===== src/rtl/seq_gen_1011_if.sv =====
// Handshake + serial-link bundle for the 1011-framed serial transmitter.
// The source side drives data_in/data_valid; the transmitter drives the rest.
interface seq_gen_1011_if #(
  parameter int DATA_W = 8
);
  logic [DATA_W-1:0] data_in;
  logic              data_valid;
  logic              data_ready;
  logic              out_bit;
  logic              out_valid;
  logic              stuffed;
  logic              frame_done;

  modport master (
    output data_in, data_valid,
    input  data_ready, out_bit, out_valid, stuffed, frame_done
  );

  modport slave (
    input  data_in, data_valid,
    output data_ready, out_bit, out_valid, stuffed, frame_done
  );
endinterface


===== src/rtl/seq_gen_1011.sv =====
// Serial frame transmitter: 1011 preamble, then MSB-first payload with a zero
// stuffed after every 101 so that 1011 only ever appears as a frame start.
module seq_gen_1011 #(
  parameter int DATA_W = 8,
  parameter int GAP    = 2
) (
  input  logic clk,
  input  logic reset,
  seq_gen_1011_if.slave bus
);
  localparam int CNT_W = $clog2(DATA_W + 1);
  localparam int GAP_W = (GAP > 1) ? $clog2(GAP) : 1;
  localparam logic [GAP_W-1:0] GAP_LAST = GAP_W'((GAP > 0) ? GAP - 1 : 0);
  localparam logic [3:0] PREAMBLE = 4'b1011;

  typedef enum logic [1:0] {S_IDLE, S_PRE, S_PAY, S_GAP} state_t;

  // State names the phase of the bit currently on the wire; next-state logic
  // also decides the next registered output bit.
  state_t            state, state_nx;
  logic [DATA_W-1:0] sh, sh_nx;
  logic [2:0]        h, h_nx;
  logic [1:0]        pcnt, pcnt_nx;
  logic [CNT_W-1:0]  rem, rem_nx;
  logic [GAP_W-1:0]  gcnt, gcnt_nx;
  logic              obit_q, oval_q, stf_q, done_q;
  logic              obit_nx, oval_nx, stf_nx, done_nx;
  logic              emit_pay;

  always_comb begin
    state_nx = state;
    sh_nx    = sh;
    h_nx     = h;
    pcnt_nx  = pcnt;
    rem_nx   = rem;
    gcnt_nx  = gcnt;
    obit_nx  = 1'b0;
    oval_nx  = 1'b0;
    stf_nx   = 1'b0;
    done_nx  = 1'b0;
    emit_pay = 1'b0;
    case (state)
      S_IDLE: if (bus.data_valid) begin
        state_nx = S_PRE;
        sh_nx    = bus.data_in;
        rem_nx   = CNT_W'(DATA_W);
        pcnt_nx  = 2'd0;
        h_nx     = 3'b001;
        obit_nx  = 1'b1;
        oval_nx  = 1'b1;
      end
      S_PRE: if (pcnt == 2'd3) begin
        state_nx = S_PAY;
        emit_pay = 1'b1;
      end else begin
        pcnt_nx = pcnt + 2'd1;
        obit_nx = PREAMBLE[2'd2 - pcnt];
        oval_nx = 1'b1;
        h_nx    = {h[1:0], PREAMBLE[2'd2 - pcnt]};
      end
      S_PAY: if (rem == '0) begin
        state_nx = (GAP > 0) ? S_GAP : S_IDLE;
        gcnt_nx  = GAP_LAST;
      end else begin
        emit_pay = 1'b1;
      end
      S_GAP: if (gcnt == '0) state_nx = S_IDLE;
             else gcnt_nx = gcnt - GAP_W'(1);
      default: state_nx = S_IDLE;
    endcase

    // Stuffing never consumes a data bit, so a stuff can't trail the last one.
    if (emit_pay) begin
      oval_nx = 1'b1;
      if (h == 3'b101) begin
        stf_nx = 1'b1;
        h_nx   = {h[1:0], 1'b0};
      end else begin
        obit_nx = sh[DATA_W-1];
        sh_nx   = sh << 1;
        rem_nx  = rem - CNT_W'(1);
        done_nx = (rem == CNT_W'(1));
        h_nx    = {h[1:0], sh[DATA_W-1]};
      end
    end
  end

  always_ff @(posedge clk) begin
    if (!reset) begin
      state  <= S_IDLE;
      sh     <= '0;
      h      <= '0;
      pcnt   <= '0;
      rem    <= '0;
      gcnt   <= '0;
      obit_q <= 1'b0;
      oval_q <= 1'b0;
      stf_q  <= 1'b0;
      done_q <= 1'b0;
    end else begin
      state  <= state_nx;
      sh     <= sh_nx;
      h      <= h_nx;
      pcnt   <= pcnt_nx;
      rem    <= rem_nx;
      gcnt   <= gcnt_nx;
      obit_q <= obit_nx;
      oval_q <= oval_nx;
      stf_q  <= stf_nx;
      done_q <= done_nx;
    end
  end

  assign bus.data_ready = (state == S_IDLE);
  assign bus.out_bit    = obit_q;
  assign bus.out_valid  = oval_q;
  assign bus.stuffed    = stf_q;
  assign bus.frame_done = done_q;
endmodule


===== src/flat_wrapper.sv =====
// flat-port wrapper written by rule: the top's interface ports become plain ports
module seq_gen_1011_flat 
#(
  parameter int DATA_W = 8,
  parameter int GAP    = 2
)
  (clk, reset, bus_data_in, bus_data_valid, bus_data_ready, bus_out_bit, bus_out_valid, bus_stuffed, bus_frame_done);
  seq_gen_1011_if #(.DATA_W(DATA_W)) bus_i ();
  input  logic clk;
  input  logic reset;
  input wire logic [$bits(bus_i.data_in)-1:0] bus_data_in;
  input wire logic [$bits(bus_i.data_valid)-1:0] bus_data_valid;
  output wire logic [$bits(bus_i.data_ready)-1:0] bus_data_ready;
  output wire logic [$bits(bus_i.out_bit)-1:0] bus_out_bit;
  output wire logic [$bits(bus_i.out_valid)-1:0] bus_out_valid;
  output wire logic [$bits(bus_i.stuffed)-1:0] bus_stuffed;
  output wire logic [$bits(bus_i.frame_done)-1:0] bus_frame_done;
  assign bus_i.data_in = bus_data_in;
  assign bus_i.data_valid = bus_data_valid;
  assign bus_data_ready = bus_i.data_ready;
  assign bus_out_bit = bus_i.out_bit;
  assign bus_out_valid = bus_i.out_valid;
  assign bus_stuffed = bus_i.stuffed;
  assign bus_frame_done = bus_i.frame_done;
  seq_gen_1011 #(.DATA_W(DATA_W), .GAP(GAP)) u_core (.clk(clk), .reset(reset), .bus(bus_i));
endmodule

===== config.mk =====
export PLATFORM = sky130hd
export DESIGN_NAME = seq_gen_1011_flat
export DESIGN_NICKNAME = d
export VERILOG_FILES = /design/src/rtl/seq_gen_1011_if.sv /design/src/rtl/seq_gen_1011.sv /design/src/flat_wrapper.sv
export SDC_FILE = /design/constraint.sdc
export NUM_CORES = 1
export LEC_CHECK = 0
export BUFFER_PORTS_ARGS = -buffer_cell sky130_fd_sc_hd__buf_4
export CORE_MARGIN = 2
export CORE_UTILIZATION = 56
export DETAILED_ROUTE_END_ITERATION = 7
export GPL_ROUTABILITY_DRIVEN = 0
export PLACE_DENSITY = 0.77
export SLEW_MARGIN = 20
export SYNTH_ARGS = -nofsm -noshare
export SYNTH_HDL_FRONTEND = slang
export SYNTH_SLANG_ARGS = --single-unit

===== constraint.sdc =====
create_clock -name clk -period 2.5 [get_ports clk]
set_clock_uncertainty 0.1 [all_clocks]
set_input_delay 0.625 -clock clk [delete_from_list [all_inputs] [get_ports clk]]
set_output_delay 0.625 -clock clk [all_outputs]
set_load 0.01 [all_outputs]

==> impl_metrics.json <==
{
  "outcome": "finished clean",
  "worst_path_largest_cell_delay_ps": 570,
  "syn_inst": 145,
  "worst_setup_path_end_kind": "flop",
  "synthesis.area_mm2": 0.00126,
  "tns_ps": 0,
  "setup_viol": 0,
  "async_flop_share_pct": 0,
  "grt_pass1_wl_mm": 4.47,
  "ant_nets": 0,
  "min_period_ps": 2270,
  "peakVddDrop_uv": 613,
  "grt_pass1_vias": 972,
  "wire_per_inst_um": 14.1,
  "cp_max_fo": 15,
  "maxSlewViolCount": 0,
  "cp-start-kind": "flop",
  "final_area_mm2": 0.00143,
  "relSlewSlack_pct": 60.9,
  "ys_seq_area_share_pct": 38.0,
  "slowest_stage": "o31ai_4",
  "vias": 1105,
  "place_area_mm2": 0.00138,
  "dpl.hpwl_mm": 1.91,
  "wl_met1_mm": 1.19,
  "utilization_pct": 66.0,
  "antenna_found_initial": 0,
  "area_growth_pct": 13.3,
  "min_period_over_period_pct": 90.9,
  "first_iter_violations": 34,
  "powerDensity_mw_per_mm2": 923,
  "rows": 17,
  "maxCapViolCount": 0,
  "rsz0062_at_grt": "no",
  "final_nets": 176,
  "dieHeight_um": 51.5,
  "worstSetupPathType": "reg2reg",
  "cts_tree": "done",
  "ys.flop_type": "dfxtp_1",
  "yosys.area.top_type": "dfxtp_1",
  "cts_buffer_depth": 2,
  "clockRootBuffer": "clkbuf_4",
  "dr_wl_met2_mm": 1.24,
  "grt_max_degree": 17,
  "crit_required_ps": 2630,
  "cellLeakagePower_nw": 0.540,
  "initial_core_util_pct": 58.2,
  "postCtsSetupBuffers": 0,
  "hp-class": "reg2reg",
  "synthTopCellsByArea": "dfxtp_1 (38%), ha_1 (7.9%), a311oi_1 (5.5%), nand2_1 (5.3%), nor3_1 (4.8%)",
  "clock_sinks": 24,
  "critPathArrivalTime_ps": 2400,
  "synth_nets": 164,
  "clk_pin_slew_ps": 130,
  "synth_top_area_share_pct": 38.0,
  "hold_buffers": 0,
  "tightest_slew_ps": 586,
  "synth_edf_count": 0,
  "fmax_mhz": 440,
  "core_mm2": 0.00217,
  "cts_resized": 0,
  "wl_mm": 2.60,
  "synth_cell_types": 45,
  "clk_latency_ps": 320,
  "dr.max_layer_used": "met4",
  "syn_area_per_cell_um2": 8.72,
  "path_buf_inv": 1,
  "diodes": 0,
  "cts_max_level": 1,
  "synth.ff_latch_count": 24,
  "portBuffers": 15,
  "met3_length_um": 141,
  "cpLargestDelayFamily": "compound AO/OA/AOI/OAI gates",
  "grt_usage_pct": 22.4,
  "ios": 16,
  "dieWidth_um": 51.5,
  "hold_violations": 0,
  "grt_overflow_total": 0,
  "first_pass_iters": 4,
  "cts_made_buffers": 3,
  "n_fill_cell": 205,
  "ys_warn_count": 0,
  "die-area_mm2": 0.00265,
  "avgViaCountPerCell": 6.01,
  "path_cells": "inv_1 > ha_1 > and2_1 > o31ai_4 > o21ai_0 > o2111a_1",
  "drive_above_1_share_pct": 17.3,
  "drc": 0
}
[flip-flops by register name, indices dropped and copies added (netlist names), 2 cells and up]
name	cells
u_core.pcnt	2
u_core.sh	8
u_core.rem	4
u_core.state	2
u_core.h	3
[routing by layer]
layer | track usage [%] | up-vias
met1 | 30.2 | 519
met3 | 3.45 | 3
li1 | - | 551
met5 | 0 | -
met4 | 6.58 | 0
met2 | 37.2 | 32
[where the power goes]
| group | leakage (nW) | switching [mW] | internal (mW) |
|---|---|---|---|
| clock network | 0.0279 | 0.119 | 0.162 |
| registers | 0.196 | 0.0576 | 0.464 |
| logic | 0.316 | 0.292 | 0.226 |
[Yosys cell counts, drive strengths merged (2+ instances only)]
library cell	n
clkbuf	6
nor3	13
buf	3
ha	8
nor2b	3
nand3	10
o21a	2
o21ai	2
o31ai	2
a311oi	8
nor2	8
dfxtp	24
and2	3
o32ai	2
mux2i	2
inv	7
nand2	19
a21oi	2
and2b	2
[metrics by stage]
step	setup slack (ps)	std cells	hold slack [ps]	power, mW
floorplan	691	145	346	0.918
global placement	377	180	355	1.03
detailed placement	283	180	369	1.04
CTS	260	184	392	1.33
global route	58.5	184	417	1.41
finish	228	184	393	1.32
[tightest hold or removal path, cell delays in order (launching register included)]
cell and delay [ps]:
dfxtp_1 340, nand2_1 60, a221oi_1 60
[path summary, 6_finish.rpt]
path / from / endpoint / slack [ps] / cells after the start
worst max-delay path: u_core.state[1] / u_core.rem[3] / 230 / 6
worst min-delay path: u_core.sh[0] / u_core.sh[0] / 390 / 2
worst min register to register: u_core.sh[0] / u_core.sh[0] / 390 / 2
worst max register to register: u_core.state[1] / u_core.rem[3] / 230 / 6
[layout make-up]
class                      count  area, um^2  share of cell area [%]
clock buffer                   3        22.5                    1.57
clock inverter                 1        30.0                    2.10
inverter                       7        26.3                    1.84
multi-input combinational    105         717                    50.1
sequential                    24         480                    33.6
tap                           28        35.0                    2.45
timing repair buffer          16         120                    8.39
[layout by cell type, fill, tap and decap left out, types with 3 or more instances in the layout]
master	count
dfxtp_1	24
nand2_1	18
buf_4	16
nor3_1	12
nand3_1	10
nor2_1	8
a311oi_1	8
ha_1	8
inv_1	7
and2_1	3
nor2b_1	3
clkbuf_4	3
[logic make-up after synthesis]
logic type,Yosys count,share of synthesized area (%)
AND/OR/NAND/NOR,66,26.6
AO/OA/AOI/OAI,29,20.6
adder cells (fa/ha/maj),8,7.92
flip-flops,24,38.0
buffers and inverters,16,5.25
multiplexers,2,1.58
No activity file was read; power rests on OpenSTA's default activity.
